[config.mk]
export PLATFORM = sky130hd
export DESIGN_NAME = controle_estoque_rolhas
export DESIGN_NICKNAME = d
export VERILOG_FILES = /design/src/rtl/controle_estoque_rolhas.sv
export SDC_FILE = /design/constraint.sdc
export NUM_CORES = 1
export LEC_CHECK = 0
export ABC_CLOCK_PERIOD_IN_PS = 4970
export CORE_MARGIN = 4
export CORE_UTILIZATION = 57
export DETAILED_ROUTE_END_ITERATION = 12
export PLACE_DENSITY = 0.82
export REMOVE_ABC_BUFFERS = 1
export SETUP_SLACK_MARGIN = 0.2
export SLEW_MARGIN = 20
export SYNTH_ARGS = -nofsm -noshare
export SYNTH_HDL_FRONTEND = slang
export SYNTH_SLANG_ARGS = --single-unit
[constraint.sdc]
create_clock -name clk -period 4.97 [get_ports clk]
set_clock_uncertainty 0.15 [all_clocks]
set_input_delay 0.497 -clock clk [delete_from_list [all_inputs] [get_ports clk]]
set_output_delay 0.497 -clock clk [all_outputs]
set_load 0.1 [all_outputs]
[src/rtl/controle_estoque_rolhas.sv]
// Cork magazine stock controller for the bottling line.
// Counts corks used per seal and sequences refills through a req/ack handshake.
module controle_estoque_rolhas #(
    parameter int CAP        = 99,
    parameter int INIT_STOCK = 99,
    parameter int LOW_MARK   = 5,
    parameter int REFILL_QTY = 15,
    parameter int TIMEOUT    = 250
) (
    input  logic       clk,
    input  logic       clr_n,
    input  logic       enable,
    input  logic       ve,
    input  logic       refill_ack,
    output logic       refill_req,
    output logic       seal_inhibit,
    output logic       al_rolha,
    output logic       low_stock,
    output logic [6:0] count,
    output logic [3:0] bcd_tens,
    output logic [3:0] bcd_units,
    output logic [2:0] state
);

    typedef enum logic [2:0] {
        IDLE   = 3'd0,
        RUN    = 3'd1,
        REFILL = 3'd2,
        EMPTY  = 3'd3,
        FAULT  = 3'd4
    } state_t;

    localparam logic [7:0]  CAP8  = 8'(CAP);
    localparam logic [7:0]  LOW8  = 8'(LOW_MARK);
    localparam logic [7:0]  QTY8  = 8'(REFILL_QTY);
    localparam logic [6:0]  INIT7 = 7'(INIT_STOCK);
    localparam logic [6:0]  LOW7  = 7'(LOW_MARK);
    localparam logic [15:0] TO_LAST = 16'(TIMEOUT - 1);

    state_t      st_q, st_d;
    logic        ve_q;
    logic [15:0] timer_q, timer_d;
    logic [6:0]  count_d;
    logic        use_c, acc;
    logic [7:0]  sum, sat, cn;
    logic        cn_zero, cn_low;
    logic [6:0]  tens_w, units_w;

    // Stock arithmetic: add an accepted batch, saturate, then take one cork
    always_comb begin
        use_c   = ve & ~ve_q & ((st_q == RUN) | (st_q == REFILL));
        acc     = refill_req & refill_ack;
        sum     = {1'b0, count} + (acc ? QTY8 : 8'd0);
        sat     = (sum > CAP8) ? CAP8 : sum;
        cn      = (use_c && sat != 8'd0) ? sat - 8'd1 : sat;
        cn_zero = (cn == 8'd0);
        cn_low  = (cn <= LOW8);
    end

    // Next state, next timer and next count
    always_comb begin
        st_d    = st_q;
        timer_d = timer_q;
        count_d = cn[6:0];
        if (!enable) begin
            st_d    = IDLE;
            timer_d = 16'd0;
            count_d = count;
        end else begin
            unique case (st_q)
                IDLE: begin
                    st_d    = RUN;
                    timer_d = 16'd0;
                end
                RUN: begin
                    timer_d = 16'd0;
                    if (cn_zero)     st_d = EMPTY;
                    else if (cn_low) st_d = REFILL;
                end
                REFILL, EMPTY: begin
                    if (acc) begin
                        timer_d = 16'd0;
                        if (cn_zero)     st_d = EMPTY;
                        else if (cn_low) st_d = REFILL;
                        else             st_d = RUN;
                    end else if (timer_q >= TO_LAST) begin
                        st_d    = FAULT;
                        timer_d = 16'd0;
                    end else begin
                        timer_d = timer_q + 16'd1;
                        if (cn_zero) st_d = EMPTY;
                    end
                end
                FAULT: begin
                    timer_d = 16'd0;
                end
                default: begin
                    st_d    = IDLE;
                    timer_d = 16'd0;
                end
            endcase
        end
    end

    // State, stock, timer and outputs registered from the next state
    always_ff @(posedge clk or negedge clr_n) begin
        if (!clr_n) begin
            st_q         <= IDLE;
            count        <= INIT7;
            timer_q      <= 16'd0;
            ve_q         <= 1'b0;
            refill_req   <= 1'b0;
            seal_inhibit <= 1'b0;
            al_rolha     <= 1'b0;
        end else begin
            st_q         <= st_d;
            count        <= count_d;
            timer_q      <= timer_d;
            ve_q         <= ve;
            refill_req   <= (st_d == REFILL) | (st_d == EMPTY);
            seal_inhibit <= (st_d == EMPTY) | (st_d == FAULT);
            al_rolha     <= (st_d == EMPTY) | (st_d == FAULT);
        end
    end

    // Display digits and low-stock flag derived from the registered count
    always_comb begin
        tens_w    = count / 7'd10;
        units_w   = count % 7'd10;
        bcd_tens  = tens_w[3:0];
        bcd_units = units_w[3:0];
        low_stock = (count <= LOW7);
        state     = st_q;
    end

endmodule
==> reports/qor.yml <==
status:
  status: "finished, final reports clean"
yosys:
  ys.flop_type: "dfrtp_1"
  post-synth-top-area-fraction_pct: 26.2
  yosys-top-cells-area: "dfrtp_1, xnor2_1, dfstp_2, ha_1, nand2_1"
  synthAdderAreaFrac_pct: 3.67
  async_reset_ff_share_pct: 100
  ys_types: 71
  syn_area_per_cell_um2: 8.53
  synth_compound_area_share_pct: 27.4
  synth_top_area_cell: "dfrtp_1"
  synth_common_cells: "dfrtp_1, nand2_1, nor2_1"
  synth_xor_xnor_area_share_pct: 7.65
  synthSimpleGateAreaFrac_pct: 20.2
  synth_mux_area_share_pct: 2.25
  syn_area_mm2: 0.00239
  synth_most_common_cell: "dfrtp_1"
  yosys_warnings: 0
  synth-seq-area-share_pct: 30.6
  synth_edf_count: 0
  synth_top_family_by_area: "compound AO/OA/AOI/OAI gates"
  ys_ff_latch: 29
  synth_cells: 280
floorplanning:
  die_y_um: 72.7
  die_area_mm2: 0.00529
  fp.dieW_um: 72.7
  ios: 27
  num_rows: 23
  start_util_pct: 59.3
  core-area_mm2: 0.00403
placed_design:
  dp_hpwl_mm: 4.31
  gp_congestion: 0.911
  place_area_mm2: 0.00269
  io_buffers: 26
route:
  remaining_drc_errors: 0
  firstDrtPassIters: 4
  routed_wl_mm: 5.74
  drt_iter0_markers: 180
  vias: 2174
  via_per_inst: 5.97
  wl_per_cell_um: 15.8
  ant_nets: 0
global_routing:
  grt_usage_pct: 23.2
  grt_pass1_vias: 2021
  grt_max_degree: 30
  antenna_found_initial: 0
  grt_pass1_wl_mm: 9.68
  overflow: 0
clock_network:
  cts-root-buf: "clkbuf_8"
  clk_path_buf_depth: 2
  ctsHoldBuffers: 0
  clkTransAtPathRegs_ps: 60
  cts_sinks: 29
  clkLatencyLatePin_ps: 280
  numCtsBuffers: 5
  cts.htree.levels: 2
  cts_tree: "done"
critical_path:
  reg2reg_slack_ps: 670
  path_class: "input port to register"
  cp_max_fo: 6
  crit_arrival_ps: 4400
  r2r_end: "state[0]"
  r2r_cells: 19
  reg2reg_from: "refill_req"
  end_kind: "register"
  startpoint_type: "input port"
  crit_required_ps: 4970
finish:
  n_fill_cell: 339
  antenna_cells: 0
  area_delta_synth_final_pct: 18.2
  multi_input_area_mm2: 0.00151
  drive_gt1_share_pct: 16.2
  regArea_um2: 734
  final_area_mm2: 0.00282
  nNetsFinal: 325
sta:
  finalSetupViolations: 0
  relSlewSlack_pct: 34.4
  fin_crit_sh_pct: 88.4
  worst_pin_slew_ps: 981
  rsz0062_at_grt: "false"
  fmax_ghz: 0.227
  hold_viol_final: 0
  layout_min_cycle_time_ps: 4400
  slew_viol_final: 0
min_path:
  holdPathEnd: "timer_q[7]"
  min_from: "timer_q[7]"
  min_path_cells: 2
  hp-class: "register to register"
flow_run:
  maxCapViolations: 0
## sequential cells by signal (all words and copies together), names as in the netlist
register and flops:
ve_q 1, state 3, timer_q 16, al_rolha 1
count 7, refill_req 1
## cell usage in the layout (no fill, tap or decap), types with 3 or more instances in the layout
cell	synthesis	routed
a21oi_1	16	15
a22oi_1	4	4
a31oi_1	6	6
and2_1	4	4
buf_4	3	12
clkbuf_8	2	7
clkdlybuf4s50_1	0	22
conb_1	1	8
dfrtp_1	25	25
dfstp_2	4	3
ha_1	7	5
inv_1	17	17
mux2i_1	4	4
nand2_1	23	23
nand2b_1	3	3
nand3_1	12	12
nor2_1	23	23
nor2b_1	4	3
nor3_1	8	7
nor4_1	4	4
o21ai_0	17	16
o22ai_1	4	4
xnor2_1	14	14
xor2_1	5	5
## kinds of logic (layout without fill, tap and decap cells)
group / after synthesis / count (layout)
flip-flops: 29 / 29
adder cells (fa/ha/maj): 7 / 7
AND/OR/NAND/NOR: 96 / 96
buffers and inverters: 35 / 62
XOR/XNOR: 20 / 20
AO/OA/AOI/OAI: 87 / 87
multiplexers: 5 / 5
other: 1 / 8
## layout make-up
type / count / share of cell area, %
clock buffers: 7 / 3.41
inverters: 18 / 2.39
flip-flops and latches: 29 / 26.0
well taps: 50 / 2.22
repair buffers: 36 / 12.4
clock inverters: 1 / 0.177
multi-input cells: 223 / 53.4
## routing by layer
metal	track usage, %	share of wire [%]	vias up
met4	3.07	0	0
met3	4.82	6.1	0
li1	-	-	1081
met5	0	0	-
met2	36.6	49	66
met1	33.7	45	1027
## how the worst max path moves through the flow
stage | from | slack (ps) | end | cells after the start
floorplan | count[4] | -2560 | bcd_units[2] | 11
global placement | refill_ack | 290 | state[0] | 20
detailed placement | refill_ack | 140 | state[0] | 19
CTS | refill_ack | 420 | state[0] | 19
global route | refill_ack | 220 | state[0] | 19
finish | refill_ack | 570 | state[0] | 19
## critical path: stages
cell and delay [ps]:
clkdlybuf4s50_1 490, nand2_2 100, inv_2 130, ha_1 260, ha_2 270, nor4_1 80, o41ai_1 380, o311a_2 290
a21oi_2 70, nor2_1 180, ha_1 200, inv_1 90, nor2_1 160, a41oi_1 130, a311oi_1 240, nor3b_2 290
a211oi_4 80, and3_2 190, o311a_1 280
## timing repair
| action | 4_1_cts | 5_1_grt |
|---|---|---|
| gates resized for setup | 0 | 7 |
| setup endpoints to repair | 0 | 6 |
| setup buffers | 0 | 1 |
## per-stage QoR
stage | utilization, % | instances | hold slack [ps] | worst slack (ps) | setup TNS, ps
after floorplan | - | 270 | 51.4 | -2560 | -6060
after global placement | 66.9 | 355 | 337 | 291 | 0
after detailed placement | 66.9 | 355 | 343 | 143 | 0
after CTS | 69.4 | 363 | 355 | 421 | 0
after global routing | 70.1 | 364 | 374 | 222 | 0
final | 70.1 | 364 | 353 | 574 | 0
Power is left out: the tool's default activity adds up to more than one toggle a clock period on the data nets, which glitch-free logic cannot reach.
